File: config.mk
export PLATFORM = sky130hd
export DESIGN_NAME = m_ser9_rx
export DESIGN_NICKNAME = d
export VERILOG_FILES = /design/src/rtl/m_ser9_rx.sv
export SDC_FILE = /design/constraint.sdc
export NUM_CORES = 1
export LEC_CHECK = 0
export BUFFER_PORTS_ARGS = -buffer_cell sky130_fd_sc_hd__buf_4
export CAP_MARGIN = 5
export CORE_UTILIZATION = 55
export CTS_CLUSTER_SIZE = 40
export DETAILED_ROUTE_END_ITERATION = 10
export PLACE_DENSITY = 0.76
export SYNTH_ARGS = -nofsm -noshare
export SYNTH_HDL_FRONTEND = slang
export SYNTH_SLANG_ARGS = --single-unit
export TNS_END_PERCENT = 50
File: constraint.sdc
create_clock -name CLOCK -period 2.7 [get_ports CLOCK]
set_input_delay 0.27 -clock CLOCK [delete_from_list [all_inputs] [get_ports CLOCK]]
set_output_delay 0.27 -clock CLOCK [all_outputs]
set_load 0.005 [all_outputs]
File: src/rtl/m_ser9_rx.sv
// Serial 9-bit word receiver: rebuilds LSB-first start/9-data/stop frames from RXD
// and hands each word to the host through a one-deep valid/ready holding register.
module m_ser9_rx #(
    parameter int OSR   = 16,
    parameter int WIDTH = 9
) (
    input  logic             CLOCK,
    input  logic             RESETL,
    input  logic             TICK,
    input  logic             RXD,
    input  logic             DREADY,
    output logic [WIDTH-1:0] DOUT,
    output logic             DVALID,
    output logic             ALLONES,
    output logic             FERR,
    output logic             OVERRUN,
    output logic             BUSY
);

    localparam int CW = $clog2(OSR);
    localparam int BW = $clog2(WIDTH + 1);

    localparam logic [CW-1:0] HALF_LAST = CW'(OSR / 2 - 1);
    localparam logic [CW-1:0] BIT_LAST  = CW'(OSR - 1);
    localparam logic [BW-1:0] IDX_LAST  = BW'(WIDTH - 1);

    typedef enum logic [2:0] {
        S_IDLE,
        S_START,
        S_DATA,
        S_STOP,
        S_BREAK
    } state_t;

    state_t           state;
    logic             rxd_p0;
    logic             rxd_p1;
    logic [CW-1:0]    cnt;
    logic [BW-1:0]    bit_idx;
    logic [WIDTH-1:0] shreg;

    logic stop_tick;
    logic deliver;
    logic can_load;

    always_comb begin
        stop_tick = (state == S_STOP) && TICK && (cnt == BIT_LAST);
        deliver   = stop_tick && rxd_p1;
        can_load  = !DVALID || DREADY;
    end

    // A good stop bit and an emptying holding register in the same cycle
    // replace the word rather than dropping DVALID for a cycle.
    always_ff @(posedge CLOCK) begin
        if (!RESETL) begin
            state   <= S_IDLE;
            rxd_p0  <= 1'b1;
            rxd_p1  <= 1'b1;
            cnt     <= '0;
            bit_idx <= '0;
            DOUT    <= '0;
            DVALID  <= 1'b0;
            FERR    <= 1'b0;
            OVERRUN <= 1'b0;
        end else begin
            // stage p0 -> p1: two-flop synchronizer on the asynchronous line
            rxd_p0  <= RXD;
            rxd_p1  <= rxd_p0;
            FERR    <= 1'b0;
            OVERRUN <= 1'b0;

            if (deliver) begin
                if (can_load) begin
                    DOUT   <= shreg;
                    DVALID <= 1'b1;
                end else begin
                    OVERRUN <= 1'b1;
                end
            end else if (DVALID && DREADY) begin
                DVALID <= 1'b0;
            end

            if (TICK) begin
                case (state)
                    S_IDLE: begin
                        if (!rxd_p1) begin
                            state <= S_START;
                            cnt   <= '0;
                        end
                    end
                    S_START: begin
                        if (cnt == HALF_LAST) begin
                            cnt     <= '0;
                            bit_idx <= '0;
                            state   <= rxd_p1 ? S_IDLE : S_DATA;
                        end else begin
                            cnt <= cnt + 1'b1;
                        end
                    end
                    S_DATA: begin
                        if (cnt == BIT_LAST) begin
                            cnt     <= '0;
                            shreg   <= {rxd_p1, shreg[WIDTH-1:1]};
                            bit_idx <= bit_idx + 1'b1;
                            if (bit_idx == IDX_LAST) begin
                                state <= S_STOP;
                            end
                        end else begin
                            cnt <= cnt + 1'b1;
                        end
                    end
                    S_STOP: begin
                        if (cnt == BIT_LAST) begin
                            cnt <= '0;
                            if (rxd_p1) begin
                                state <= S_IDLE;
                            end else begin
                                FERR  <= 1'b1;
                                state <= S_BREAK;
                            end
                        end else begin
                            cnt <= cnt + 1'b1;
                        end
                    end
                    S_BREAK: begin
                        if (rxd_p1) begin
                            state <= S_IDLE;
                        end
                    end
                    default: state <= S_IDLE;
                endcase
            end
        end
    end

    assign ALLONES = DVALID && (DOUT == {WIDTH{1'b1}});
    assign BUSY    = (state != S_IDLE);

endmodule
* Yosys cells after proc, flatten, opt, wreduce, memory -nomap -nowiden *
Index checks and enable logic that the tools add are counted.

operators by class
  reductions and logical operators = 21
  equality and inequality tests = 15
  add/subtract/negate cells = 2
  multiplexer cells = 21

operators with widths
  cell                 count
  $mux 3               7
  $mux 4               5
  $pmux 3 s5           1
  $pmux 4 s3           1
  $reduce_and 4->1     3
  $ne 2x2->1 const B   5
  $eq 9x9->1 const B   1
  $add 4x1->4 const B  2
  $eq 4x4->1 const B   2
  $pmux 4 s2           1
  $reduce_and 7->1     1
  $eq 3x2->1 const B   2
  $reduce_and 2->1     3
  $reduce_bool 3->1    2
  $logic_and 1x1->1    5
  $mux 1               5
  $eq 4x3->1 const B   1
  $ne 2x1->1 const B   2
  $reduce_bool 2->1    2
  $eq 3x1->1 const B   1
  $eq 3x3->1 const B   1
  $logic_not 3->1      1
  $reduce_and 3->1     1
  $mux 2               1
  3 further kinds      3

storage, ports and cells
  input port bits = 5
  word-level logic and storage cells = 69
  flip-flop bits (word level) = 34
  output and inout port bits = 14

* Depth between registers and ports, before layout *
  depth in word-level cells = 6
  mapped depth = 7

* Least setup slack after synthesis *
No wires, ideal clock.

  path type = reg-to-reg
  start = register state[1]
  end = register shreg[0], enable pin
  path slack = 0.667 ns
  path buffers = 1
  library setup time = 0.387 ns
  cell stages (with the launch flop) = 4
  arrival = 1.646 ns
  cell sequence = dfxtp_1 > buf_4 > or3b_1 > nor3_1

between the ends
  word-level cells in the longest chain between the ends = 2

ends and longest elaborated chain
  item                               line  RTL
  from (decl)                        35    state_t state;
  from (signal assigned)             95    state <= rxd_p1 ? S_IDLE : S_DATA;
  $eq 3x2->1                         84    case (state)
  $reduce_and 4->1 (no source line)  -
  to (signal assigned)               103   shreg <= {rxd_p1, shreg[WIDTH-1:1]};
  to (decl)                          40    logic [WIDTH-1:0] shreg;

No other way between the ends.
A chain may end at the register's enable or synchronous reset.

* Worst setup path after layout *
  start = register cnt[0]
  end = register DOUT[5]

between the ends
  word-level cells in the longest chain between the ends = 4

ends and longest elaborated chain
  item                               line  RTL
  from (decl)                        38    logic [CW-1:0] cnt;
  from (signal assigned)             97    cnt <= cnt + 1'b1;
  from (signal assigned)             109   cnt <= cnt + 1'b1;
  from (signal assigned)             122   cnt <= cnt + 1'b1;
  $eq 4x4->1                         47    stop_tick = (state == S_STOP) && TICK && (cnt == BIT_LAST);
  $logic_and 1x1->1                  47
  $logic_and 1x1->1                  48    deliver = stop_tick && rxd_p1;
  $reduce_and 2->1 (no source line)  -
  to (signal assigned)               74    DOUT <= shreg;
  to (decl)                          12    output logic [WIDTH-1:0] DOUT,

No other way between the ends.

==> metrics.md <==
| Metric | Value |
|---|---|
| CP Capture Type | flip-flop |
| Avg Vias per Cell | 5.74 |
| Mean Syn Cell Area | 9.53 sq um |
| Final worst slack | 543 ps |
| Share of cells above drive strength 1 | 0.176 |
| Core ar. | 2500 sq um |
| Req. time, crit path | 2910 ps |
| Switch share | 0.224 |
| Remaining Overflow, GRT | 0 |
| Asr flop ratio synth | 0 |
| Sequential Power Share | 0.645 |
| VDD IR max | 0.000444 V |
| Hold Crit Depth | 2 |
| Yosys top cell area share | 0.343 |
| Sequential share of the synthesized area | 0.529 |
| Final worst path period need | about 2200 ps |
| Syn Nets | 161 |
| Relative slew slack | 0.610 |
| CTS buffer count | 5 |
| Site Rows | 18 |
| Pins Over Slew Limit | 0 |
| Setup Viol. Count Final | 0 |
| Worst Skew | ~8.8 ps |
| Area contributors post-synth | dfxtp_1 34%, edfxtp_1 19%, nand3_1 4.1% |
| Drt total wl | 2710 um |
| Most frequent cell after synthesis | dfxtp_1 |
| Setup TNS | 0 ps |
| I/O Pins | 19 |
| Sw power | approximately 0.00018 W |
| Worst Setup Start Kind | flip-flop |
| P_int | 0.000631 W |
| Drt pass-1 iters | 4 |
| Port Buf Inserts | 18 |
| Die H | 53.5 um |
| Final Util | 0.654 |
| Top cells by count, synth | 25 x dfxtp_1, 15 x nand2_1, 12 x nand3_1 |
| CTS H-tree lvls | 2 |
| Synthesized area | between 1000 and 1500 sq um |
| # Max-Cap Violations | 0 |
| R2r worst-path depth | 5 |
| Pre-CTS WS | 578 ps |
| Max clock buf depth | 2 |
| CP arrival | 2370 ps |
| ANT nets after route | 0 |
| Final GP Congestion | 0.783 |
| Antenna violations before repair | 0 |
| Fin. Hold Viols | 0 |
| HP Class | in2reg |
| Worst hold slack | 121 ps |
| Avg WL per Cell | about 14 um |
| # nets final | 177 |
| Yosys cell types | 41 |
| RSZ-0062 raised after global routing | false |
| Hold buffers post-CTS | 0 |
| Post-Synthesis Cells | 153 |
| Initial Utilization | 0.583 |
| Post-synth EDFFs | 9 |
| Static Leak | 0.598 nW |
| Crit path kind | reg2reg |
| Ys flop type | dfxtp_1 |
| Post-DP HPWL | approximately 1900 um |
| GRT Overall Usage | 0.224 |
| Gate power share | 0.031 |
| Clock latency on the worst-skew pair | 330 ps |
| Max Fclk | 464 MHz |
| Initial DRC Count | 11 |
| Warnings from Yosys | 0 |
| Post-CTS Setup Bufs | 0 |
| Worst-Margin Slew | 579 ps |
| # diodes | 0 |
| CTS tree | built |
| Area delta synth->final | 12.2% |
| # DRC | 0 |
| Area leader, netlist | dfxtp_1 |
| Clock-pin slew of the registers on the worst-case setup and hold paths | 100 ps |
| Vias in the first global route | 1,004 |
| Clk network pwr share | 0.323 |
| Status | completed |
| Tcrit/Tclk final | 0.799 |
| Post-cts sizing count | 0 |
| Fill cell count | 212 |
| CTS sink cnt | 34 |
| Die area | between 2000 and 3000 sq um |
| Die width | 53.5 um |
| DR vias | between 1,000 and 1,500 |
| Critical path fanouts, max | 18 |
| Pwr dens | slightly below 500 nW/um^2 |
| Yosys reg bits | 34 |
| CTS root buf | clkbuf_4 |
| Largest net degree at the start of global routing | 23 |
| First-pass GRT wire length | 4370 um |
-- flip-flops by register name, summed over array words and instances, names as in the netlist --
name / flops
cnt: 4
OVERRUN: 1
bit_idx: 4
DVALID: 1
FERR: 1
state: 3
rxd_p0: 1
rxd_p1: 1
shreg: 9
DOUT: 9
-- power groups by stage --
| stage | clock network [W] | logic, W | registers, W |
|---|---|---|---|
| 6_report | 0.000263 | 0.0000255 | 0.000524 |
| 5_1_grt | 0.000290 | 0.0000284 | 0.000525 |
| 4_1_cts | 0.000269 | 0.0000256 | 0.000524 |
| 3_5_place_dp | 0 | 0.0000256 | 0.000536 |
| 3_3_place_gp | 0 | 0.0000251 | 0.000536 |
| 2_1_floorplan | 0 | 0.0000184 | 0.000534 |
-- cell usage in the layout, fill, tap and decap left out, types with 2 or more instances in the layout --
cell	instances
a21oi_1	7
buf_4	19
clkbuf_4	5
clkinv_2	2
dfxtp_1	25
edfxtp_1	9
ha_1	3
inv_1	5
mux2i_1	3
nand2_1	15
nand2b_1	4
nand3_1	12
nand3b_1	2
nand4_1	4
nor2_1	10
nor2b_1	3
nor3_1	5
nor4_1	2
o21ai_0	5
o21ai_1	9
or3_1	2
or4_1	2
-- worst max-delay path: stages (launching register included) --
cell and delay [ps]:
dfxtp_1 380, ha_1 290, nand4_1 250, or4b_1 840, nand3_1 200, o21ai_1 80
-- final timing paths --
check | from | end | slack (ps)
worst max-delay path | cnt[0]$_SDFFE_PN0P_ | DOUT[5]$_SDFFE_PN0P_ | 540
worst min-delay path | RXD | rxd_p0$_SDFF_PN1_ | 120
worst max register to register | cnt[0]$_SDFFE_PN0P_ | DOUT[5]$_SDFFE_PN0P_ | 540
worst min register to register | rxd_p0$_SDFF_PN1_ | rxd_p1$_SDFF_PN1_ | 420
-- metrics by stage --
step,std cells,cell area (sq um),total power (W)
global route,200,1640,0.000843
global placement,192,1580,0.000561
CTS,200,1640,0.000819
finish,200,1640,0.000813
detailed placement,192,1580,0.000562
floorplan,153,1460,0.000553
-- routing by layer --
layer / global-route usage / vias to the layer above / routed length, um
met4: 0.149 / 0 / 59
li1: - / 578 / -
met5: 0 / - / 0
met3: 0.0632 / 7 / 103
met2: 0.306 / 24 / 1220
met1: 0.299 / 538 / 1330
-- layout make-up --
type | instances | area [sq um] | share of cell area
repair buffers | 19 | 143 | 0.0872
well taps | 30 | 37.5 | 0.0230
inverters | 5 | 18.8 | 0.0115
multi-input cells | 104 | 614 | 0.376
clock inverters | 2 | 10.0 | 0.00612
clock buffers | 6 | 41.3 | 0.0252
flip-flops and latches | 34 | 771 | 0.471
-- kinds of logic after synthesis --
logic type | count (synthesis) | synth area share
AOI/OAI and AO/OA | 28 | 0.114
xor gates and xnor gates | 1 | 0.00601
adders and majority gates | 3 | 0.0258
buffers and inverters | 15 | 0.0498
DFF | 34 | 0.529
muxes | 3 | 0.0206
and+or+nand+nor | 69 | 0.255
(Power assumes the default switching activity.)
